<file path="src/rtl/tc141_skidbufx_pkg.sv">
// Shared constants for the tc141_skidbufx two-entry skid buffer.
package tc141_skidbufx_pkg;

  localparam logic [1:0] ST_EMPTY = 2'd0;
  localparam logic [1:0] ST_ONE   = 2'd1;
  localparam logic [1:0] ST_FULL  = 2'd2;

  localparam int unsigned CNTW_DEFAULT = 16;

endpackage

</file>
<file path="src/rtl/tc141_skidbufx_ctl.sv">
// Occupancy state machine for tc141_skidbufx; emits handshake outputs and datapath load strobes.
module tc141_skidbufx_ctl
  import tc141_skidbufx_pkg::*;
(
  input  logic clk,
  input  logic rst_,
  input  logic ivld,
  input  logic ordy,
  output logic ovld,
  output logic irdy,
  output logic main_load,
  output logic main_sel_skid,
  output logic skid_load
);

  logic [1:0] state_q, state_d;

  always_ff @(posedge clk or posedge rst_) begin
    if (rst_) state_q <= ST_EMPTY;
    else      state_q <= state_d;
  end

  assign ovld = (state_q != ST_EMPTY);
  assign irdy = (state_q != ST_FULL) && !rst_;

  always_comb begin
    state_d       = state_q;
    main_load     = 1'b0;
    main_sel_skid = 1'b0;
    skid_load     = 1'b0;
    case (state_q)
      ST_EMPTY: begin
        if (ivld) begin
          main_load = 1'b1;
          state_d   = ST_ONE;
        end
      end
      ST_ONE: begin
        if (ivld && ordy) begin
          main_load = 1'b1;
        end else if (ivld) begin
          skid_load = 1'b1;
          state_d   = ST_FULL;
        end else if (ordy) begin
          state_d = ST_EMPTY;
        end
      end
      ST_FULL: begin
        if (ordy) begin
          main_load     = 1'b1;
          main_sel_skid = 1'b1;
          state_d       = ST_ONE;
        end
      end
      // Encoding 2'd3 is unreachable; fall back to empty.
      default: state_d = ST_EMPTY;
    endcase
  end

endmodule

</file>
<file path="src/rtl/tc141_skidbufx.sv">
// Two-entry elastic register slice with registered valid/ready/data on both sides.
// Optional stall counter port ostall_cnt enabled by TC141_SKIDBUFX_STALLCNT_EN.
module tc141_skidbufx
  import tc141_skidbufx_pkg::*;
#(
  parameter int unsigned      WIDTH       = 8,
  parameter logic [WIDTH-1:0] RESET_VALUE = {WIDTH{1'b0}},
  parameter int unsigned      CNTW        = CNTW_DEFAULT
) (
  input  logic             clk,
  input  logic             rst_,
  input  logic             ivld,
  output logic             irdy,
  input  logic [WIDTH-1:0] idat,
  output logic             ovld,
  input  logic             ordy,
  output logic [WIDTH-1:0] odat
`ifdef TC141_SKIDBUFX_STALLCNT_EN
  ,
  output logic [CNTW-1:0]  ostall_cnt
`endif
);

  logic             main_load, main_sel_skid, skid_load;
  logic [WIDTH-1:0] main_q, main_d;
  logic [WIDTH-1:0] skid_q, skid_d;

  tc141_skidbufx_ctl u_ctl (
    .clk          (clk),
    .rst_         (rst_),
    .ivld         (ivld),
    .ordy         (ordy),
    .ovld         (ovld),
    .irdy         (irdy),
    .main_load    (main_load),
    .main_sel_skid(main_sel_skid),
    .skid_load    (skid_load)
  );

  always_comb begin
    main_d = main_q;
    skid_d = skid_q;
    if (main_load) main_d = main_sel_skid ? skid_q : idat;
    if (skid_load) skid_d = idat;
  end

  always_ff @(posedge clk or posedge rst_) begin
    if (rst_) begin
      main_q <= RESET_VALUE;
      skid_q <= RESET_VALUE;
    end else begin
      main_q <= main_d;
      skid_q <= skid_d;
    end
  end

  assign odat = main_q;

`ifdef TC141_SKIDBUFX_STALLCNT_EN
  logic [CNTW-1:0] stall_cnt_q, stall_cnt_d;

  // Saturating: stops at all-ones rather than wrapping.
  always_comb begin
    stall_cnt_d = stall_cnt_q;
    if (ovld && !ordy && !(&stall_cnt_q)) stall_cnt_d = stall_cnt_q + 1'b1;
  end

  always_ff @(posedge clk or posedge rst_) begin
    if (rst_) stall_cnt_q <= '0;
    else      stall_cnt_q <= stall_cnt_d;
  end

  assign ostall_cnt = stall_cnt_q;
`else
  logic [CNTW-1:0] unused_stall_cnt;
  assign unused_stall_cnt = '0;
`endif

endmodule

</file>
<file path="config.mk">
export PLATFORM = sky130hd
export DESIGN_NAME = tc141_skidbufx
export DESIGN_NICKNAME = d
export VERILOG_FILES = /design/src/rtl/tc141_skidbufx_pkg.sv /design/src/rtl/tc141_skidbufx_ctl.sv /design/src/rtl/tc141_skidbufx.sv
export SDC_FILE = /design/constraint.sdc
export NUM_CORES = 1
export LEC_CHECK = 0
export BUFFER_PORTS_ARGS = -buffer_cell sky130_fd_sc_hd__buf_2
export CORE_ASPECT_RATIO = 1.1
export CORE_MARGIN = 8
export CORE_UTILIZATION = 50
export CTS_BUF_LIST = sky130_fd_sc_hd__clkbuf_4 sky130_fd_sc_hd__clkbuf_8 sky130_fd_sc_hd__clkbuf_16
export CTS_CLUSTER_DIAMETER = 200
export DETAILED_ROUTE_END_ITERATION = 8
export GPL_TIMING_DRIVEN = 0
export PLACE_DENSITY = 0.79
export SKIP_CTS_REPAIR_TIMING = 1
export SLEW_MARGIN = 0
export SYNTH_ARGS = -nofsm -noshare
export SYNTH_HDL_FRONTEND = slang
export SYNTH_SLANG_ARGS = --single-unit
</file>
<file path="constraint.sdc">
create_clock -name clk -period 3.09 [get_ports clk]
set_clock_uncertainty 0.1 [all_clocks]
set_input_delay 0.4635 -clock clk [delete_from_list [all_inputs] [get_ports clk]]
set_output_delay 0.4635 -clock clk [all_outputs]
set_load 0.05 [all_outputs]
</file>
Yosys cells after proc, flatten, opt, wreduce, memory -nomap -nowiden --
Cells that the tools add are included.
Word-level totals: bits in registers 18
Cells by class: eq/ne operators 7, reduce and logical (&&, ||, !) cells 6, mux-type cells 14
Operators with widths (count):
- 2-bit 2-to-1 mux | 5
- 8-bit 2-to-1 mux | 1
- 2-bit inequality test (second input constant) | 4
- 1-bit 2-to-1 mux | 6
- 2-bit one-hot mux with 3 select lines | 1
- 4-bit AND reduction | 1
- 3-bit inequality test (second input constant) | 1
- 1-bit one-hot mux with 3 select lines | 1
- 2-bit by 1-bit == test with 1-bit output (second input constant) | 1
- 2-bit == test (second input constant) | 1
- 1-bit logical AND | 2
- 2-bit logical NOT | 1
- 2-bit nonzero test | 1
- 1-bit logical NOT | 1

Depth between registers and ports, before layout --
Gate-level depths: netlist (run 1).
depth in word-level cells 4, mapped depth 4, depth with buffers taken out 3

By module --
Synthesis (run 1) repeated with hierarchy kept, for this count alone.
Second synthesis, totals: cell total of the unflattened synthesis 70, area total of the unflattened synthesis 839.6 µm²
Modules (own cells, without submodules):
- tc141_skidbufx | cells each 53, area each 685.7 µm², instances 1, seq. area each 400.4 µm²
- tc141_skidbufx_ctl | cells each 17, area each 153.9 µm², instances 1, seq. area each 50.0 µm²

Worst setup path before layout (run 1) --
OpenSTA, ideal clock, no wires.
kind register to output, start register u_ctl.state_q[1], end output irdy, path slack 1278 ps, cell stages (with the launch flop) 3, required time 2526 ps, data arrival time 1249 ps, cells stage by stage dfrtp_1 > nor2b_1 > nor2_1
Between the ends: word-level cells in the longest chain between the ends 2
RTL lines:
- from (decl) | line tc141_skidbufx_ctl.sv:16 | logic [1:0] state_q, state_d;
- from (signal assigned) | line tc141_skidbufx_ctl.sv:20 | else state_q <= state_d;
- 2-bit inequality test | line tc141_skidbufx_ctl.sv:24 | assign irdy = (state_q != ST_FULL) && !rst_;
- 1-bit logical AND | line tc141_skidbufx_ctl.sv:24
- to (decl) | line tc141_skidbufx.sv:13 | output logic irdy,
Every way passes these cells.

Worst setup path in the final report (run 1) --
Ends and elaborated chain as after synthesis.

==> run_results.csv, run 1 <==
group,metric,value,unit
placement,io_buffers,21,
timing,rsz0062_at_grt,"no",
finish,finish.utilization,64.4,%
drt,wire_per_inst,15.2,um
clocking,cts_buffers,3,
synth,synth_seq_cells,18,
setup_path,r2r-end,"odat[7]",
floorplan,rows,15,
setup_path,cp_max_fo,7,
floorplan,die-area,3320,sq um
timing,timing_hold_violations_final,0,
drt,drc_errors,0,
synth,syn_avg_cell_area,12.9,sq um
clocking,cts_buffer_depth,2,
setup_path,r2r_start,"u_ctl.state_q[1]",
grt,grt_max_degree,19,
synth,async_reset_ff_share,100,%
finish,layout_common_cells,"buf_2, dfrtp_1, mux2_2",
timing,relSlewSlack,55.3,%
clocking,cts_tree,"done",
setup_path,r2r_slack,1.40,ns
placement,gp_congestion,0.674,
clocking,worstSkewPairLatency,0.29,ns
finish,final_area,1030,sq um
worst_hold_path,hp-class,"in -> async",
timing,fmax,536,MHz
synth,seq_area_frac_synth,52.1,%
power,powerDensity,788,nW/um^2
synth,synth_top_area_share,52.1,%
synth,ys_types,20,
grt,grt_usage,10.9,%
timing,tightestPinTransition,0.670,ns
synth,synthCells,67,
drt,vias,600,
power,p_leak,0.000497,uW
grt,grt_pass1_wl,2830,um
finish,final_common_cell,"buf_2",
power,power_frac_clock,18.0,%
drt,viasPerCell,5.50,
grt,overflow,0,
timing,period_share,60.4,%
floorplan,die_y,59.6,um
placement,dp_hpwl,1300,um
run_status,status,"finished, final reports clean",
power,p_int,493,uW
job,maxCapViolCount,0,
drt,drt_wl_total,1660,um
setup_path,worstSetupEndpointType,"output pin",
grt,antenna_found_initial,0,
power,p_switching,316,uW
placement,placed_cell_area,991,sq um
synth,synth_edf_count,0,
finish,fin_nets,105,
power,ir_drop,0.404,mV
setup_path,criticalPathCategory,"reg -> out",
finish,layout-drive-gt1-share,48.9,%
synth,syn_area,865,sq um
floorplan,start_util,54.2,%
floorplan,core_area,1600,sq um
finish,fillers,129,
power,p_sw_share,39.0,%
timing,slew_viol_final,0,
finish,diodes,0,
setup_path,reg2reg_depth,3,
setup_path,arrival,1.30,ns
setup_path,worstPathRequired,2.53,ns
synth,syn_nets,79,
timing,period_minus_slack,1.87,ns
grt,grt_pass1_vias,655,
timing,tns,0,ns
floorplan,die_x,55.6,um
power,comb_power_share,38.3,%
clocking,clockRootBuffer,"clkbuf_4",
clocking,clkTransAtPathRegs,0.10,ns
clocking,cts_max_level,1,
floorplan,pin_count,22,
synth,yosysTopAreaCell,"dfrtp_1",
timing,setup_viol,0,
drt,ant_nets,0,
finish,areaGrowthSynthToFinish,18.8,%
drt,drtPass1Iterations,4,
power,seq_power_share,43.7,%
synth,synth_warnings,0,
synth,ys_top_cells_by_area,"dfrtp_1, mux2_2, mux2_4",
drt,drtIter0Drc,6,
synth,synth_ff_type,"dfrtp_1",
clocking,cts.sinks,18,
setup_path,cp-start-kind,"flop",
timing,hold_ws,0.157,ns
==> area by class of cell <==
type	instances	area (sq um)	share of cell area [%]
sequential	18	450	43.8
tap	17	21.3	2.07
clock buffer	4	36.3	3.53
multi-input combinational	47	399	38.9
inverter	1	3.75	0.365
buffer	1	11.3	1.10
timing repair buffer	21	105	10.2
==> metrics by stage <==
step | setup WS, ns | total power, uW | std cells
finish | 1.22 | 809 | 109
global route | 1.12 | 855 | 109
CTS | 1.20 | 820 | 109
detailed placement | 1.29 | 674 | 105
global placement | 1.30 | 661 | 105
floorplan | 1.28 | 596 | 67
==> worst max-delay path by stage <==
stage | slack, ns | startpoint | endpoint | cells after the start
2_1_floorplan | 1.28 | u_ctl.state_q[1] | irdy | 2
3_3_place_gp | 1.30 | ivld | odat[6] | 4
3_5_place_dp | 1.29 | ivld | odat[6] | 4
4_1_cts | 1.20 | u_ctl.state_q[1] | irdy | 3
5_1_grt | 1.12 | u_ctl.state_q[1] | irdy | 3
6_report | 1.22 | u_ctl.state_q[1] | irdy | 3
==> state kept, by name, indices dropped and copies added (netlist names) <==
signal / count
odat: 8
skid_q: 8
u_ctl.state_q: 2
==> routing by layer <==
layer	track usage (%)	part of all wire (%)	vias up
met2	18.4	50	15
met4	7.39	1.7	0
met1	10.9	41	292
li1	-	-	289
met5	0	0	-
met3	4.08	6.8	4
==> Yosys cell counts (all sizes together) (2+ instances only) <==
library cell  number
dfrtp             18
mux2              16
nor2               7
a31oi              4
nand3              4
o21ai              4
mux2i              2
nand2b             2
nor2b              2
==> worst max-delay path, cell delays in order (launching register included) <==
cell	delay, ns
dfrtp_1	0.48
nor2b_1	0.19
nor2_1	0.08
buf_2	0.26
==> logic make-up after synthesis <==
family / share of synthesized area [%]
flops: 52.1
simple gates: 13.0
mux: 24.9
buf+inv: 1.74
compound gates: 8.25
==> power groups by stage <==
stage	logic [uW]	clock network, uW	registers [uW]
finish	310	145	353
global route	331	160	365
CTS	314	151	355
detailed placement	314	0	360
global placement	307	0	354
floorplan	136	0	460
Power figures use the tool's default switching activity.
==> inputs of run 2 (changes only) <==
ABC_AREA = 1   (was default)
PLACE_DENSITY = 0.78   (was 0.79)
clock period = 1.9 ns   (was 3.09 ns; I/O delays follow)
==> run 2 against run 1 <==
  * The run now ends with negative hold slack left
  * Synthesized cell count increased by 66%
  * Register-to-register slack got worse by 0.82 ns
  * Combinational power increased by 50%
  * Non-clock buffer count increased by 3
  * Hold slack got worse by 0.18 ns
  * Worst setup slack got worse by 1.1 ns
  * Design area increased by 3.8%
  * Final cell count increased by 41%
  * Critical endpoint unchanged
  * Highest routed layer unchanged
==> run_results.csv, run 2 <==
group,metric,value,unit
run_status,status,"complete, but fails checks",
run_status,failed_checks,"negative hold slack",
floorplan,rows,16,
timing,timing_hold_violations_final,18,
drt,viasPerCell,5.40,
power,p_leak,0.000613,uW
synth,yosysTopAreaCell,"dfrtp_1",
timing,fmax,563,MHz
synth,synth_warnings,0,
grt,grt_usage,12.7,%
synth,async_reset_ff_share,100,%
setup_path,criticalPathCategory,"reg -> out",
drt,drt_wl_total,2000,um
synth,yosysMostFrequentCell,"nand2_1",
synth,ys_top_cells_by_area,"dfrtp_1, nand2_1, nand3_1",
clocking,clkTransAtPathRegs,0.11,ns
job,maxCapViolCount,0,
finish,finish.utilization,61.2,%
setup_path,cp_slowest_stage_delay,0.40,ns
synth,synthCells,111,
finish,layout-drive-gt1-share,25.7,%
grt,antenna_found_initial,0,
setup_path,r2r_slack,0.58,ns
synth,synth_ff_type,"dfrtp_1",
placement,io_buffers,21,
synth,synth_edf_count,0,
worst_hold_path,hp-class,"in -> async",
clocking,cts_tree,"done",
power,ir_drop,0.640,mV
setup_path,worstSetupEndpointType,"output pin",
finish,diodes,0,
timing,tightestPinTransition,0.681,ns
synth,synthSimpleGateAreaFrac,42.7,%
synth,synth_top_family_by_area,"simple AND/OR/NAND/NOR gates",
finish,areaGrowthSynthToFinish,18.2,%
setup_path,cp_max_fo,10,
floorplan,die_x,56.5,um
floorplan,die_y,60.6,um
clocking,cts_buffer_depth,2,
clocking,worstSkewPairLatency,0.29,ns
placement,dp_cells,150,
setup_path,worst-path-buf-inv,3,
finish,final_cells,154,
drt,drtPass1Iterations,4,
drt,wire_per_inst,13.0,um
timing,hold_ws,-0.0202,ns
synth,syn_area,902,sq um
floorplan,pin_count,22,
setup_path,slowest_stage,"dfrtp_1",
timing,period_share,93.4,%
synth,synth_compound_area_share,1.39,%
drt,ant_nets,0,
synth,synthAdderAreaFrac,0,%
timing,relSlewSlack,54.6,%
synth,muxShareOfSynthArea,0,%
synth,synthXorXnorAreaFrac,0,%
timing,rsz0062_at_grt,"no",
synth,synth_seq_cells,18,
clocking,cts_max_level,1,
timing,final.setup.worst_slack,0.125,ns
floorplan,core_area,1740,sq um
setup_path,arrival,1.39,ns
synth,seq_area_frac_synth,49.9,%
timing,period_minus_slack,1.77,ns
floorplan,start_util,51.8,%
grt,grt_pass1_wl,3570,um
floorplan,die-area,3420,sq um
setup_path,worstPathRequired,1.51,ns
synth,syn_avg_cell_area,8.13,sq um
finish,layout_common_cells,"nand2_1, buf_2, nand3_1, dfrtp_1, nand4_1",
synth,ys_types,15,
timing,setup_viol,0,
setup_path,crit_chain,"inv_1, buf_2, a21oi_1, buf_2",
clocking,cts_buffers,3,
drt,drc_errors,0,
setup_path,cp-start-kind,"flop",
finish,fin_nets,149,
placement,gp_congestion,0.781,
placement,dp_hpwl,1460,um
finish,fillers,163,
synth,synth_top_area_share,49.9,%
drt,drtIter0Drc,34,
power,fin_total_pwr,1250,uW
drt,vias,832,
grt,grt_max_degree,19,
timing,tns,0,ns
finish,final_common_cell,"nand2_1",
power,powerDensity,1170,nW/um^2
clocking,clockRootBuffer,"clkbuf_4",
grt,overflow,0,
synth,synth_common_cells,"nand2_1, dfrtp_1, nand3_1",
synth,syn_nets,123,
grt,grt_pass1_vias,816,
timing,slew_viol_final,0,
setup_path,worst_path_most_repeated_cell,"buf_2",
clocking,cts.sinks,18,
placement,dp_slack,0.483,ns
setup_path,cp_top_family,"buffers and inverters",
-- run 2: changes by cell type after synthesis, sizes merged, moves of 2 or more --
cell / previous run / this run
a31oi: 4 / 0
buf: 1 / 4
inv: 1 / 6
mux2: 16 / 0
mux2i: 2 / 0
nand2: 0 / 53
nand2b: 2 / 0
nand3: 4 / 19
nand4: 0 / 8
nor2: 7 / 1
nor2b: 2 / 0
o21ai: 4 / 0
-- run 2: metrics by stage --
step	cell area, sq um	hold slack [ns]
floorplan	902	0.124
global placement	1030	0.322
detailed placement	1030	0.335
CTS	1070	0.00404
global route	1070	0.0462
finish	1070	-0.0202
-- run 2: logic make-up (layout without fill, tap and decap cells) --
family	count (synthesis)	in the layout
and+or+nand+nor	81	81
AOI/OAI and AO/OA	2	2
DFF	18	18
buffers and inverters	10	35
-- run 2: final timing paths --
check                                  from                to  cells after the start
setup / recovery           u_ctl.state_q[0]              irdy                      4
hold / removal                         rst_  u_ctl.state_q[1]                      2
setup reg to reg           u_ctl.state_q[1]           odat[0]                      5
hold reg to reg                   skid_q[7]         skid_q[7]                      2
max in group asynchronous              rst_         skid_q[3]                      2
min in group clk                    idat[0]         skid_q[0]                      3
-- run 2: area by class of cell --
| type | count | area [sq um] | area share [%] |
|---|---|---|---|
| flip-flops and latches | 18 | 450 | 42.3 |
| multi-input cells | 83 | 398 | 37.3 |
| repair buffers | 21 | 105 | 9.86 |
| clock buffers | 4 | 36.3 | 3.40 |
| plain buffers | 4 | 31.3 | 2.93 |
| inverters | 6 | 22.5 | 2.11 |
| well taps | 18 | 22.5 | 2.11 |
-- run 2: metal layers --
| layer | vias to the layer above | share of wire (%) | GRT usage (%) |
|---|---|---|---|
| met5 | - | 0 | 0 |
| met4 | 0 | 0.70 | 6.87 |
| met3 | 2 | 7.2 | 2.93 |
| met2 | 32 | 46 | 19.9 |
| met1 | 387 | 46 | 15.9 |
| li1 | 411 | - | - |
-- run 2: worst register-to-register path, stage by stage (launching register included) --
cell,delay (ns)
dfrtp_1,0.46
nor2_4,0.30
nand2_4,0.15
nand2_4,0.13
nand2_1,0.07
nand2_1,0.05
-- run 2: report_power, final --
group	total (uW)	leakage (uW)	internal, uW	switching, uW
Combinational	464	0.000368	119	346
Sequential	549	0.000224	490	59.0
Clock	237	0.0000210	117	120
Total	1250	0.000613	725	525
